`config.mk`:
```
export PLATFORM = sky130hd
export DESIGN_NAME = sensor_sample_sequencer_flat
export DESIGN_NICKNAME = d
export VERILOG_FILES = /design/src/rtl/sensor_sample_sequencer_pkg.sv /design/src/rtl/sensor_sample_sequencer_if.sv /design/src/rtl/sensor_sample_sequencer_tmr_vote3.sv /design/src/rtl/sensor_sample_sequencer.sv /design/src/flat_wrapper.sv
export SDC_FILE = /design/constraint.sdc
export NUM_CORES = 1
export LEC_CHECK = 0
export ABC_AREA = 1
export CAP_MARGIN = 20
export CORE_ASPECT_RATIO = 0.7
export CORE_MARGIN = 5
export CORE_UTILIZATION = 30
export DETAILED_ROUTE_END_ITERATION = 10
export PLACE_DENSITY_LB_ADDON = 0.2
export SLEW_MARGIN = 0
export SYNTH_ARGS = -nofsm -noshare
export SYNTH_HDL_FRONTEND = slang
export SYNTH_HIERARCHICAL = 1
export SYNTH_SLANG_ARGS = --single-unit
```
`constraint.sdc`:
```
create_clock -name clk -period 7.7 [get_ports clk]
set_clock_uncertainty 0.05 [all_clocks]
set_input_delay 1.155 -clock clk [delete_from_list [all_inputs] [get_ports clk]]
set_output_delay 1.155 -clock clk [all_outputs]
set_load 0.05 [all_outputs]
```
`src/rtl/sensor_sample_sequencer_pkg.sv`:
```
// Shared types and constants for the six-channel sensor acquisition sequencer.
package sensor_seq_pkg;

    localparam int unsigned NUM_CH = 6;
    localparam int unsigned SLOT_W = 8;
    localparam int unsigned BOUT_W = NUM_CH * SLOT_W;

    typedef enum logic [2:0] {
        ST_IDLE,
        ST_REQ,
        ST_GAP,
        ST_COMMIT,
        ST_WAIT_CALC,
        ST_CAPTURE
    } state_t;

    typedef enum logic [2:0] {
        CH_BPX,
        CH_BMX,
        CH_BPY,
        CH_BMY,
        CH_BPZ,
        CH_BMZ
    } ch_t;

    // Bit offset of each channel's byte inside b_out, indexed by ch_t.
    localparam int unsigned SLOT_LSB [NUM_CH] = '{0, 8, 16, 24, 32, 40};

endpackage

```
`src/rtl/sensor_sample_sequencer_if.sv`:
```
// Shared ADC request/acknowledge port; the sequencer is master, the ADC is slave.
interface sensor_sample_sequencer_if;
    logic              adc_req;
    logic [2:0]        adc_ch;
    logic              adc_ack;
    logic signed [7:0] adc_data;

    modport master (output adc_req, output adc_ch, input adc_ack, input adc_data);
    modport slave  (input adc_req, input adc_ch, output adc_ack, output adc_data);
endinterface

```
`src/rtl/sensor_sample_sequencer_tmr_vote3.sv`:
```
// Bitwise 2-of-3 majority voter; o_mismatch flags any disagreement between copies.
module tmr_vote3 #(
    parameter int unsigned WIDTH = 1
) (
    input  logic [WIDTH-1:0] i_a,
    input  logic [WIDTH-1:0] i_b,
    input  logic [WIDTH-1:0] i_c,
    output logic [WIDTH-1:0] o_y,
    output logic             o_mismatch
);
    assign o_y        = (i_a & i_b) | (i_a & i_c) | (i_b & i_c);
    assign o_mismatch = |((i_a ^ i_b) | (i_a ^ i_c));
endmodule

```
`src/rtl/sensor_sample_sequencer.sv`:
```
// Six-channel ADC acquisition sequencer feeding a coherent sample set to calculator.
// Define SEQ_TMR_EN to triplicate the FSM state, channel and wait counters.
module sensor_sample_sequencer
    import sensor_seq_pkg::*;
#(
    parameter int unsigned TIMEOUT_CYCLES = 255,
    parameter int unsigned PERIOD         = 1000
) (
    input  logic                      clk,
    input  logic                      rst,
    input  logic                      start,
    input  logic                      auto_en,
    sensor_sample_sequencer_if.master adc,
    output logic [BOUT_W-1:0]         b_out,
    input  logic signed [15:0]        calc_psi,
    input  logic signed [15:0]        calc_theta,
    output logic signed [15:0]        omega_psi,
    output logic signed [15:0]        omega_theta,
    output logic                      out_valid,
    output logic                      busy,
    output logic                      err_timeout,
    input  logic                      err_clr,
    output logic                      tmr_err
);

    localparam int unsigned     PCW       = $clog2(PERIOD);
    localparam logic [PCW-1:0]  P_LAST    = PCW'(PERIOD - 1);
    localparam logic [15:0]     WAIT_LAST = 16'(TIMEOUT_CYCLES - 1);

    state_t      w_state, w_state_nxt;
    logic [2:0]  w_ch, w_ch_nxt;
    logic [15:0] w_wait, w_wait_nxt;
    logic        w_tick, w_timeout, w_req, w_commit, w_capture, w_busy;

    logic [PCW-1:0]    r_period;
    logic [SLOT_W-1:0] r_shadow [NUM_CH];
    logic [BOUT_W-1:0] r_b_out;
    logic [15:0]       r_omega_psi, r_omega_theta;
    logic              r_out_valid, r_err_timeout;

    assign w_tick    = auto_en && (r_period == P_LAST);
    assign w_timeout = (w_state == ST_REQ) && !adc.adc_ack && (w_wait == WAIT_LAST);

    // State, channel and wait-counter registers (plain or triplicated).
`ifdef SEQ_TMR_EN
    logic [2:0]  r_state_tmr [3];
    logic [2:0]  r_ch_tmr    [3];
    logic [15:0] r_wait_tmr  [3];
    logic [2:0]  w_state_vote;
    logic        w_state_mis, w_ch_mis, w_wait_mis;
    logic        r_tmr_err;

    tmr_vote3 #(.WIDTH(3)) u_vote_state (
        .i_a(r_state_tmr[0]), .i_b(r_state_tmr[1]), .i_c(r_state_tmr[2]),
        .o_y(w_state_vote), .o_mismatch(w_state_mis));
    tmr_vote3 #(.WIDTH(3)) u_vote_ch (
        .i_a(r_ch_tmr[0]), .i_b(r_ch_tmr[1]), .i_c(r_ch_tmr[2]),
        .o_y(w_ch), .o_mismatch(w_ch_mis));
    tmr_vote3 #(.WIDTH(16)) u_vote_wait (
        .i_a(r_wait_tmr[0]), .i_b(r_wait_tmr[1]), .i_c(r_wait_tmr[2]),
        .o_y(w_wait), .o_mismatch(w_wait_mis));

    assign w_state = state_t'(w_state_vote);
    assign tmr_err = r_tmr_err;

    // Writing the voted next value into every copy scrubs a single upset each cycle.
    always_ff @(posedge clk or posedge rst) begin
        if (rst) begin
            for (int i = 0; i < 3; i++) begin
                r_state_tmr[i] <= ST_IDLE;
                r_ch_tmr[i]    <= '0;
                r_wait_tmr[i]  <= '0;
            end
            r_tmr_err <= 1'b0;
        end else begin
            for (int i = 0; i < 3; i++) begin
                r_state_tmr[i] <= w_state_nxt;
                r_ch_tmr[i]    <= w_ch_nxt;
                r_wait_tmr[i]  <= w_wait_nxt;
            end
            r_tmr_err <= r_tmr_err | w_state_mis | w_ch_mis | w_wait_mis;
        end
    end
`else
    state_t      r_state;
    logic [2:0]  r_ch;
    logic [15:0] r_wait;

    assign w_state = r_state;
    assign w_ch    = r_ch;
    assign w_wait  = r_wait;
    assign tmr_err = 1'b0;

    // NOTE: sequential state uses non-blocking assignments so every register samples pre-edge values.
    always_ff @(posedge clk or posedge rst) begin
        if (rst) begin
            r_state <= ST_IDLE;
            r_ch    <= '0;
            r_wait  <= '0;
        end else begin
            r_state <= w_state_nxt;
            r_ch    <= w_ch_nxt;
            r_wait  <= w_wait_nxt;
        end
    end
`endif

    // NOTE: every output of this block gets a default first, so no latch is inferred.
    always_comb begin
        w_state_nxt = w_state;
        w_ch_nxt    = w_ch;
        w_wait_nxt  = '0;
        case (w_state)
            ST_IDLE: begin
                if (start || w_tick) begin
                    w_state_nxt = ST_REQ;
                    w_ch_nxt    = '0;
                end
            end
            ST_REQ: begin
                if (adc.adc_ack || w_timeout) w_state_nxt = ST_GAP;
                else                          w_wait_nxt  = w_wait + 16'd1;
            end
            ST_GAP: begin
                if (w_ch == 3'(CH_BMZ)) begin
                    w_state_nxt = ST_COMMIT;
                end else begin
                    w_ch_nxt    = w_ch + 3'd1;
                    w_state_nxt = ST_REQ;
                end
            end
            ST_COMMIT:    w_state_nxt = ST_WAIT_CALC;
            ST_WAIT_CALC: w_state_nxt = ST_CAPTURE;
            ST_CAPTURE:   w_state_nxt = ST_IDLE;
            default:      w_state_nxt = ST_IDLE;
        endcase
    end

    always_comb begin
        w_req     = 1'b0;
        w_commit  = 1'b0;
        w_capture = 1'b0;
        w_busy    = (w_state != ST_IDLE);
        case (w_state)
            ST_REQ:     w_req     = 1'b1;
            ST_COMMIT:  w_commit  = 1'b1;
            ST_CAPTURE: w_capture = 1'b1;
            default:    ;
        endcase
    end

    // NOTE: the shadow slots are reset too, so an aborted acquisition never leaks stale samples.
    always_ff @(posedge clk or posedge rst) begin
        if (rst) begin
            r_period      <= '0;
            for (int i = 0; i < NUM_CH; i++) r_shadow[i] <= '0;
            r_b_out       <= '0;
            r_omega_psi   <= '0;
            r_omega_theta <= '0;
            r_out_valid   <= 1'b0;
            r_err_timeout <= 1'b0;
        end else begin
            if (!auto_en || w_tick) r_period <= '0;
            else                    r_period <= r_period + 1'b1;

            if (w_req && adc.adc_ack) r_shadow[w_ch] <= adc.adc_data;
            else if (w_timeout)       r_shadow[w_ch] <= '0;

            if (w_commit) begin
                for (int i = 0; i < NUM_CH; i++) r_b_out[SLOT_LSB[i] +: SLOT_W] <= r_shadow[i];
            end

            r_out_valid <= w_capture;
            if (w_capture) begin
                r_omega_psi   <= calc_psi;
                r_omega_theta <= calc_theta;
            end

            // A timeout in the same cycle as err_clr keeps the flag set.
            if (w_timeout)    r_err_timeout <= 1'b1;
            else if (err_clr) r_err_timeout <= 1'b0;
        end
    end

    assign adc.adc_req  = w_req;
    assign adc.adc_ch   = w_ch;
    assign b_out        = r_b_out;
    assign omega_psi    = r_omega_psi;
    assign omega_theta  = r_omega_theta;
    assign out_valid    = r_out_valid;
    assign busy         = w_busy;
    assign err_timeout  = r_err_timeout;

endmodule

```
`src/flat_wrapper.sv`:
```
// flat-port wrapper written by rule: the top's interface ports become plain ports
module sensor_sample_sequencer_flat import sensor_seq_pkg::*;
#(
    parameter int unsigned TIMEOUT_CYCLES = 255,
    parameter int unsigned PERIOD         = 1000
)
  (clk, rst, start, auto_en, b_out, calc_psi, calc_theta, omega_psi, omega_theta, out_valid, busy, err_timeout, err_clr, tmr_err, adc_adc_req, adc_adc_ch, adc_adc_ack, adc_adc_data);
  sensor_sample_sequencer_if adc_i ();
  input  logic clk;
  input  logic rst;
  input  logic start;
  input  logic auto_en;
  output logic [BOUT_W-1:0] b_out;
  input  logic signed [15:0] calc_psi;
  input  logic signed [15:0] calc_theta;
  output logic signed [15:0] omega_psi;
  output logic signed [15:0] omega_theta;
  output logic out_valid;
  output logic busy;
  output logic err_timeout;
  input  logic err_clr;
  output logic tmr_err;
  output wire logic [$bits(adc_i.adc_req)-1:0] adc_adc_req;
  output wire logic [$bits(adc_i.adc_ch)-1:0] adc_adc_ch;
  input wire logic [$bits(adc_i.adc_ack)-1:0] adc_adc_ack;
  input wire logic [$bits(adc_i.adc_data)-1:0] adc_adc_data;
  assign adc_adc_req = adc_i.adc_req;
  assign adc_adc_ch = adc_i.adc_ch;
  assign adc_i.adc_ack = adc_adc_ack;
  assign adc_i.adc_data = adc_adc_data;
  sensor_sample_sequencer #(.TIMEOUT_CYCLES(TIMEOUT_CYCLES), .PERIOD(PERIOD)) u_core (.clk(clk), .rst(rst), .start(start), .auto_en(auto_en), .adc(adc_i), .b_out(b_out), .calc_psi(calc_psi), .calc_theta(calc_theta), .omega_psi(omega_psi), .omega_theta(omega_theta), .out_valid(out_valid), .busy(busy), .err_timeout(err_timeout), .err_clr(err_clr), .tmr_err(tmr_err));
endmodule
```
; Word level (Yosys, flattened, before mapping)
; Index checks and enable logic that the tools add are counted.
[classes]
n_addsub = 3
mul = 0
div_mod_pow = 0
n_lt_le_gt_ge = 2
eq_ne = 11
shifts = 0
muxes = 20
bitwise_logic = 3
reduce_logical = 17
[op_table]
columns = operator, count
row1 = 48-bit two-way mux, 2
row2 = 48-bit AND, 1
row3 = 48-bit bitwise mux, 1
row4 = 48-bit inverter, 1
row5 = 16-bit two-way mux, 2
row6 = 8-bit demux with 3-bit select, 1
row7 = "16-bit by 1-bit adder with 16-bit output, second input constant", 1
row8 = "16-bit by 8-bit equality test with 1-bit output, second input constant", 1
row9 = 3-bit one-hot mux with 5 select lines, 1
row10 = 3-bit two-way mux, 4
row11 = "10-bit by 1-bit adder with 10-bit output, second input constant", 1
row12 = "10-bit equality test, second input constant", 1
row13 = 10-bit two-way mux, 1
row14 = "3-bit equality test, second input constant", 3
row15 = 8-bit two-way mux, 1
row16 = "3-bit by 2-bit equality test with 1-bit output, second input constant", 2
row17 = 3-bit one-hot mux with 2 select lines, 1
row18 = 2-bit nonzero test, 3
row19 = 1-bit logical AND, 5
row20 = 1-bit two-way mux, 5
row21 = "4-bit greater-or-equal comparator, second input constant", 1
row22 = "4-bit by 1-bit < comparator with 1-bit output, second input constant", 1
row23 = "2-bit != test, second input constant", 2
row24 = 3-bit inverter with 4-bit output, 1
row25 = 10 further kinds, 13
[word_totals]
reg_bits = 162
latchBits = 0
ram_bits = 0
mem_bits_ro = 0
input_bits = 46
out_inout_bits = 88
word_cells = 71
n_memories = 0

; Logic depth before layout (Yosys ltp)
; Gate-level depths: netlist (run 1).
[depth]
depth_word = 9
depth_mapped = 10
depth_no_buf = 9

; Worst setup path after synthesis (run 1)
; OpenSTA, ideal clock, no wires.
[synth_path]
kind = register to output
startpoint = register u_core.r_state[2]
endpoint = output adc_adc_req
arrival_time_ns = 0.961
t_required_ns = 6.495
slack_ns = 5.534
stages_incl_launch_ff = 4
path_buffers = 0
cell_sequence = dfrtp_1 -> inv_1 -> nand3_2 -> inv_1
[synth_between]
elab_chain_cells = 2
[synth_rtl]
columns = element, line
row1 = start: declaration, sensor_sample_sequencer.sv:85  ; state_t r_state;
row2 = start signal: assignment, sensor_sample_sequencer.sv:101  ; r_state <= w_state_nxt;
row3 = 3-bit by 1-bit equality test with 1-bit output, sensor_sample_sequencer.sv:144  ; case (w_state)
row4 = 1-bit two-way mux, sensor_sample_sequencer.sv:144
row5 = end: declaration, flat_wrapper.sv:23  ; output wire logic [$bits(adc_i.adc_req)-1:0] adc_adc_req;
; No other way between the ends.

; Worst setup path in the final report (run 1)
; Same ends and word-level chain as after synthesis.

==> metrics, run 1 <==
outcome complete, no violations; CTS H-tree lvls 4; # rows between 40 and 50; worst hold path type flop to flop; clock buffer depth 2; fmax between 0.3 and 0.4 GHz; Reg clk slew, reported paths roughly 0.070 ns; number of flops mapped to enable cells by yosys 0; All-Layer GR Usage between 10% and 20%; Hold WS between 0.4 and 0.5 ns; first drt pass iteration count 5; GP Congestion between 0.7 and 0.8; Antenna diodes 0; number of DRC markers in iteration 0 slightly below 400; largest stage delay on the critical path 0.81 ns; total grt overflow 0; Reg2Reg Setup Slack approximately 5.4 ns; mean number of vias per cell 4.50; syn nets 874; multi-input logic area 2970 sq um; first-pass GRT wire length 31000 um; R2R cell count 7; Async SR Flop Fraction 100%; CP Data Arrival Time 2.13 ns; RSZ-0062 raised after global routing false; routed len/inst 14.8 um; final worst setup slack 4.37 ns; Final nets 998; total of cells resized after clock tree synthesis 0; Distinct cells, synth 34; die width 197 um; Seq/Total Area, Yosys 55.0%; core area 24400 sq um; Initial Util a little under a third; CTS Sinks between 150 and 200; CP Launch Type flop; DR vias 5785; Critical-path top delay cell clkdlybuf4s50_1; Worst Setup EP adc_adc_req; # port buffers 132; worst vdd ir 201 uV; period utilisation layout between 40% and 50%; Critical Path End Type output port; Synth-to-Final Area Change 29.8%; I/O pin cnt 134; pwr/cell area around 310 nW/um^2; Synth Register Bits ~160; CP most frequent cell inv_1; Netlist Area Pre-Place approximately 7400 sq um; TritonCTS clock tree built; reg2reg start u_core/r_state[2]$_DFFE_PP0P_; Mapped Avg Cell Area 8.96 sq um; Setup CP Type flop to output port; Final Hold Viols 0; largest net degree at the start of global routing 88; Max transition margin 31.9%; dpl ws 4.31 ns; fin util 39.1%; layout cell share with drive strength beyond 1 10.9%; cts bufs inserted 17; Leak Pwr between 4 and 5 nW; reg2reg end u_core/r_shadow[42]$_DFFE_PP0P_; clock root cell clkbuf_16; max_cap viols 0; initial antenna violation count 0; Worst Tran Pin Value 1.02 ns; Setup Fix Bufs, Post-CTS 0; ANT nets after route 0; filler instances 2452; hpwl dp 12700 um; crit-path cells inv_1, nand3_2, inv_1, clkdlybuf4s50_1; CTS Hold Bufs 0; Seq. cell area 4050 sq um; setup TNS 0 ns; crit-path max FO 4; min Tclk post-route 3.33 ns; crit path launch u_core/r_state[2]$_DFFE_PP0P_; vias in the first global route between 5000 and 6000; Mapped Cells 823; Syn. warnings 6; routed wire length 19000 um; die footprint approximately 28000 sq um; die height 141 um; total power ~3 mW; DRC 0; main flop type after synthesis dfrtp_1; Slew Limit Fails 0; endpoints failing setup 0; Worst EP required between 6 and 7 ns; Skew-Pair Late Insertion Delay about 0.43 ns
report_power, final:
group / total [mW] / switching, mW / leakage [nW] / internal, mW
combinational: 1.07 / 0.740 / 2.18 / 0.332
sequential: 1.09 / 0.100 / 2.20 / 0.991
clock: 0.845 / 0.363 / 0.274 / 0.481
sequential cells by signal (all words and copies together) (netlist names):
signal,count
u_core/b_out,48
u_core/r_shadow,48
u_core/omega_psi,16
u_core/omega_theta,16
u_core/r_wait,16
u_core/r_period,10
u_core/adc.adc_ch,3
u_core/r_state,3
u_core/err_timeout,1
u_core/out_valid,1
worst min path at each step:
stage	depth (start not counted)	slack (ns)	endpoint	startpoint
after floorplan	1	0.38	u_core/r_wait[0]$_DFF_PP0_	u_core/r_wait[0]$_DFF_PP0_
after global placement	1	0.40	u_core/r_wait[0]$_DFF_PP0_	u_core/r_wait[0]$_DFF_PP0_
after detailed placement	1	0.40	u_core/r_wait[0]$_DFF_PP0_	u_core/r_wait[0]$_DFF_PP0_
after CTS	1	0.41	u_core/r_wait[0]$_DFF_PP0_	u_core/r_wait[0]$_DFF_PP0_
after global routing	1	0.43	u_core/r_period[0]$_DFF_PP0_	u_core/r_period[0]$_DFF_PP0_
final	1	0.41	u_core/r_wait[0]$_DFF_PP0_	u_core/r_wait[0]$_DFF_PP0_
cell usage after synthesis, types with 5 or more instances:
master	count	area (sq um)
a21oi_1	9	45.0
buf_2	14	70.1
buf_4	7	52.6
clkbuf_1	9	33.8
dfrtp_1	162	4050
ha_1	5	62.6
inv_1	41	154
mux2_2	48	541
nand2_1	273	1020
nand3_1	123	616
nor2_1	46	173
nor3_1	12	60.1
o21ai_0	33	165
worst max-delay path, delay by kind of cell, from the launching register on:
kind	cells	cell delay, ns
AND/OR/NAND/NOR	1	0.16
flip-flops	1	0.42
buffers and inverters	3	1.11
layout by cell type (no fill, tap or decap), types with 2 or more instances in the layout:
cell type / Yosys / final
nand2_1: 273 / 273
dfrtp_1: 162 / 162
clkdlybuf4s50_1: 0 / 132
nand3_1: 123 / 122
mux2_2: 48 / 48
nor2_1: 46 / 45
inv_1: 41 / 40
o21ai_0: 33 / 33
clkbuf_16: 0 / 17
nor3_1: 12 / 12
a21oi_1: 9 / 9
inv_6: 0 / 5
nand3_2: 4 / 5
ha_1: 5 / 5
buf_4: 7 / 5
clkinvlp_4: 0 / 4
xnor2_1: 4 / 4
inv_2: 4 / 4
o21ai_1: 3 / 3
nand2_2: 3 / 3
bufinv_16: 0 / 2
clkinv_4: 0 / 2
clkinv_2: 0 / 2
nor3_4: 2 / 2
nand4_1: 2 / 2
nor2_2: 1 / 2
o21bai_1: 2 / 2
nor3b_1: 2 / 2
a31oi_1: 2 / 2
kinds of logic (layout without fill, tap and decap cells):
logic type	Yosys count	count (layout)	synth area share, %
compound gates	51	51	3.63
buf+inv	78	215	4.87
simple gates	473	473	27.7
mux	48	48	7.33
other cells	1	1	0.0509
xor+xnor	5	5	0.594
fa+ha+maj	5	5	0.849
flops	162	162	55.0
routing by layer:
layer	GRT usage [%]	wire length, um
met1	21.5	9930
met2	19.4	7760
met3	4.16	1230
met4	2.63	116
met5	0	0
final cells by class:
type	instances	area share, %
Clock buffer	18	4.49
Clock inverter	14	1.60
Inverter	45	1.82
Multi-Input combinational cell	583	31.0
Sequential cell	162	42.4
Tap cell	325	4.25
Timing Repair Buffer	138	14.5
through the flow:
| step | std cells | instance area [sq um] |
|---|---|---|
| floorplan | 823 | 7370 |
| global placement | 1252 | 8960 |
| detailed placement | 1252 | 8960 |
| CTS | 1284 | 9540 |
| global route | 1285 | 9570 |
| finish | 1285 | 9570 |
No activity file was read; power rests on OpenSTA's default activity.
==> run 2: changes to the inputs <==
clock period = 2.9 ns   (was 7.7 ns; I/O delays follow)
==> metrics, run 2 (synthesis results as in run 1) <==
CP Launch Type flop (unchanged); Synth-to-Final Area Change 29.6% (was 29.8%); # port buffers 132 (unchanged); worst hold path type flop to flop (unchanged); vias in the first global route 5695 (was 5498); setup TNS 0 ns (unchanged); clock buffer depth 2 (unchanged); die footprint 27900 sq um (unchanged); Slew Limit Fails 0 (unchanged); routed wire length 19500 um (was 19000 um); Setup Fix Bufs, Post-CTS 0 (unchanged); Max transition margin 53.0% (was 31.9%); most common cell after layout, fill and taps aside nand2_1 (unchanged); CTS Sinks 162 (unchanged); mean number of vias per cell 4.53 (was 4.50); RSZ-0062 raised after global routing false (unchanged); CTS Hold Bufs 0 (unchanged); fmax 0.389 GHz; clock root cell clkbuf_16 (unchanged); crit-path max FO 4 (unchanged); Final Hold Viols 0 (unchanged); Reg clk slew, reported paths 0.07 ns (about the same); min Tclk post-route 2.57 ns; # rows 48 (unchanged); All-Layer GR Usage 14.4% (was 14.0%); most frequent cells in the layout nand2_1, dfrtp_1, clkdlybuf4s50_1 (unchanged); Initial Util 30.2% (unchanged); Final nets 1002 (was 998); Antenna diodes 0 (unchanged); Leak Pwr 4.64 nW (was 4.65 nW); period utilisation layout between 80% and 90%; core area 24400 sq um (unchanged); crit path launch u_core/r_state[2]$_DFFE_PP0P_ (unchanged); GP Congestion 0.817 (was 0.768); ANT nets after route 0 (unchanged); I/O pin cnt 134 (unchanged); first drt pass iteration count 5 (unchanged); pwr/cell area 824 nW/um^2 (was 314 nW/um^2); CP Data Arrival Time 2.09 ns (was 2.13 ns); total of cells resized after clock tree synthesis 0 (unchanged); total power 7.88 mW (was 3.01 mW); largest net degree at the start of global routing 88 (unchanged); hpwl dp 13200 um (was 12700 um); reg2reg start u_core/r_wait[0]$_DFF_PP0_ (was u_core/r_state[2]$_DFFE_PP0P_); endpoints failing setup 0 (unchanged); Setup CP Type flop to output port (unchanged); Worst EP required 2.41 ns (was 6.49 ns); Hold WS 0.408 ns (was 0.406 ns); Skew-Pair Late Insertion Delay 0.43 ns (about the same); CTS H-tree lvls 4 (unchanged); DR vias 5836 (was 5785); outcome complete, no violations (unchanged); Critical Path End Type output port (unchanged); first-pass GRT wire length 31900 um (was 31000 um); total grt overflow 0 (unchanged); die width 197 um (unchanged); initial antenna violation count 0 (unchanged); routed len/inst 15.1 um (was 14.8 um); HP Start u_core/r_wait[0]$_DFF_PP0_ (unchanged); DRC 0 (unchanged); max_cap viols 0 (unchanged); TritonCTS clock tree built (unchanged); layout cell share with drive strength beyond 1 11.3% (was 10.9%); fin util 39.1% (about the same); worst vdd ir 549 uV (was 201 uV); number of DRC markers in iteration 0 442 (was 392); die height 141 um (unchanged); Worst Tran Pin Value 0.705 ns (was 1.02 ns); cts bufs inserted 17 (unchanged)
-- run 2: per-stage QoR --
| step | cell area (sq um) | cells | worst slack, ns |
|---|---|---|---|
| floorplan | 7370 | 823 | 0.358 |
| global placement | 9010 | 1257 | 0.643 |
| detailed placement | 9010 | 1257 | 0.629 |
| CTS | 9560 | 1289 | 0.287 |
| global route | 9560 | 1289 | 0.234 |
| finish | 9560 | 1289 | 0.326 |
-- run 2: layout make-up --
cell class / instances / area (sq um)
fillers: 2416 / 14900
flip-flops and latches: 162 / 4050
multi-input cells: 583 / 2970
repair buffers: 142 / 1410
clock buffers: 19 / 443
well taps: 325 / 407
inverters: 45 / 173
clock inverters: 13 / 105
-- run 2: worst max-delay path, stage by stage, from the launching register on --
cell and delay [ns]:
dfrtp_1 0.40, inv_1 0.15, nand3_2 0.16, inv_1 0.13
clkdlybuf4s50_1 0.81
-- run 2: per-layer routing --
layer / part of all wire [%] / global-route usage [%] / up-vias
met1: 54 / 22.9 / 2730
met3: 5.5 / 3.66 / 13
met2: 40 / 19.0 / 148
li1: - / - / 2945
met4: 0.85 / 3.83 / 0
met5: 0 / 0 / -
-- run 2: path summary, 6_finish.rpt --
kind | slack (ns) | cells past startpoint | end
worst max-delay path | 0.33 | 4 | adc_adc_req
worst min-delay path | 0.41 | 1 | u_core/r_wait[0]$_DFF_PP0_
worst max register to register | 0.78 | 9 | u_core/r_shadow[14]$_DFFE_PP0P_
worst min register to register | 0.41 | 1 | u_core/r_wait[0]$_DFF_PP0_
max in group asynchronous | 1.88 | 3 | u_core/omega_psi[0]$_DFFE_PP0P_
min in group asynchronous | 0.45 | 3 | u_core/r_shadow[46]$_DFFE_PP0P_
-- run 2: power breakdown --
group	internal [mW]	switching, mW	leakage (nW)
combinational	0.891	1.97	2.19
sequential	2.63	0.262	2.20
clock	1.13	0.985	0.255
total	4.65	3.22	4.64
==> run 3: changes to the inputs <==
CORE_ASPECT_RATIO = 1.25   (was 0.7)
CORE_MARGIN = 2   (was 5)
==> metrics, run 3 (synthesis results as in run 1) <==
first-pass GRT wire length 30300 um (was 31900 um); Reg clk slew, reported paths 0.06 ns (was 0.07 ns); worst vdd ir 545 uV (was 549 uV); TritonCTS clock tree built (unchanged); GP Congestion 0.776 (was 0.817); total grt overflow 0 (unchanged); most common cell after layout, fill and taps aside nand2_1 (unchanged); hpwl dp 12800 um (was 13200 um); number of DRC markers in iteration 0 510 (was 442); DR vias 5911 (was 5836); Setup CP Type flop to output port (unchanged); die width 144 um (was 197 um); Critical Path End Type output port (unchanged); final worst setup slack 0.308 ns (was 0.326 ns); crit-path max FO 4 (unchanged); core area 24300 sq um (was 24400 sq um); max_cap viols 0 (unchanged); Inst Count DP 1261 (was 1257); die height 179 um (was 141 um); Skew-Pair Late Insertion Delay 0.43 ns (about the same); Setup Fix Bufs, Post-CTS 0 (unchanged); crit path launch u_core/r_state[2]$_DFFE_PP0P_ (unchanged); CTS H-tree lvls 4 (unchanged); Levels on crit path 4 (unchanged); Final nets 1001 (was 1002); setup TNS 0 ns (unchanged); # rows 64 (was 48); period utilisation layout 89.4% (was 88.7%); Synth-to-Final Area Change 30.7% (was 29.6%); pwr/cell area 839 nW/um^2 (was 824 nW/um^2); Max transition margin 30.4% (was 53.0%); total of cells resized after clock tree synthesis 0 (unchanged); crit path buf inv count 3 (unchanged); ANT nets after route 0 (unchanged); endpoints failing setup 0 (unchanged); R2R cell count 7 (was 9); CTS Sinks 162 (unchanged); CTS Hold Bufs 0 (unchanged); # port buffers 132 (unchanged); cts bufs inserted 17 (unchanged); first drt pass iteration count 5 (unchanged); largest stage delay on the critical path 0.85 ns (was 0.81 ns); mean number of vias per cell 4.57 (was 4.53); delay-heaviest family, CP buffers and inverters (unchanged); filler instances 2522 (was 2416); routed wire length 18800 um (was 19500 um); most frequent cells in the layout nand2_1, dfrtp_1, clkdlybuf4s50_1 (unchanged); initial antenna violation count 1 (was 0); Initial Util 30.3% (was 30.2%); Worst EP required 2.41 ns (about the same); CP Launch Type flop (unchanged); DRC 0 (unchanged); Leak Pwr 4.67 nW (was 4.64 nW); min Tclk post-route 2.59 ns (was 2.57 ns); vias in the first global route 5633 (was 5695); non-filler instance count after layout 1294 (was 1289); Final Hold Viols 0 (unchanged); routed len/inst 14.5 um (was 15.1 um); crit-path cells inv_1, nand3_2, inv_1, clkdlybuf4s50_1 (unchanged); clock buffer depth 2 (unchanged); clock root cell clkbuf_16 (unchanged); I/O pin cnt 134 (unchanged); CP Data Arrival Time 2.11 ns (was 2.09 ns); layout cell share with drive strength beyond 1 11.1% (was 11.3%); RSZ-0062 raised after global routing false (unchanged); outcome complete, no violations (unchanged); Critical-path top delay cell clkdlybuf4s50_1 (unchanged); die footprint 25800 sq um (was 27900 sq um); Worst Tran Pin Value 1.04 ns (was 0.705 ns); largest net degree at the start of global routing 56 (was 88); All-Layer GR Usage 15.2% (was 14.4%); dpl ws 0.497 ns (was 0.629 ns); Slew Limit Fails 0 (unchanged); reg2reg start u_core/r_state[2]$_DFFE_PP0P_ (was u_core/r_wait[0]$_DFF_PP0_); fmax 0.386 GHz (was 0.389 GHz); worst hold path type input pin to asynchronous set/reset pin (was flop to flop); CP most frequent cell inv_1 (unchanged)
-- run 3: changes by cell type in the layout (fill, tap and decap cells not counted), sizes merged --
| cell | change |
|---|---|
| buf | -1 |
| bufinv | +2 |
| clkinvlp | -2 |
| diode | +1 |
| clkinv | -3 |
| clkbuf | +3 |
-- run 3: per-stage QoR --
| step | utilization [%] | hold WS [ns] | total power, mW | instance area [sq um] |
|---|---|---|---|---|
| after floorplan | - | 0.382 | 4.86 | 7370 |
| after global placement | 37.1 | 0.404 | 5.85 | 9030 |
| after detailed placement | 37.1 | 0.402 | 5.86 | 9030 |
| after CTS | 39.6 | 0.333 | 8.19 | 9630 |
| after global routing | 39.6 | 0.356 | 8.50 | 9630 |
| final | 39.6 | 0.331 | 8.08 | 9630 |
-- run 3: routing by layer --
metal / vias up / GRT usage [%] / routed length (um)
li1: 2948 / - / -
met1: 2844 / 19.3 / 8320
met2: 93 / 25.6 / 9380
met3: 26 / 3.04 / 602
met4: 0 / 5.91 / 472
met5: - / 0 / 0
-- run 3: final timing paths --
path / end / slack [ns]
setup / recovery: adc_adc_req / 0.31
max in group asynchronous: u_core/b_out[11]$_DFFE_PP0N_ / 1.74
setup reg to reg: u_core/r_shadow[35]$_DFFE_PP0P_ / 0.75
min in group clk: u_core/r_period[0]$_DFF_PP0_ / 0.42
hold / removal: u_core/r_period[4]$_DFF_PP0_ / 0.33
hold reg to reg: u_core/r_period[0]$_DFF_PP0_ / 0.42
-- run 3: worst reg2reg max path: stages (launching register included) --
cell	delay [ns]
dfrtp_1	0.40
inv_1	0.15
nand3_2	0.16
nor2_4	0.36
nand2_1	0.41
nand2_1	0.39
nand2_1	0.09
nand2_1	0.07
-- run 3: layout make-up --
class                           instances  area [sq um]  area share (%)
Clock inverter                         10           123            1.27
Multi-Input combinational cell        583          2970            30.8
Clock buffer                           22           474            4.92
Inverter                               45           173            1.79
Timing Repair Buffer                  141          1430            14.8
Tap cell                              330           413            4.29
Sequential cell                       162          4050            42.1
Antenna cell                            1          2.50          0.0260
-- run 3: power breakdown --
group / internal [mW] / leakage, nW / total (mW) / switching [mW]
sequential: 2.63 / 2.20 / 2.90 / 0.272
clock: 1.35 / 0.284 / 2.29 / 0.948
combinational: 0.899 / 2.19 / 2.88 / 1.98
total: 4.88 / 4.67 / 8.08 / 3.20
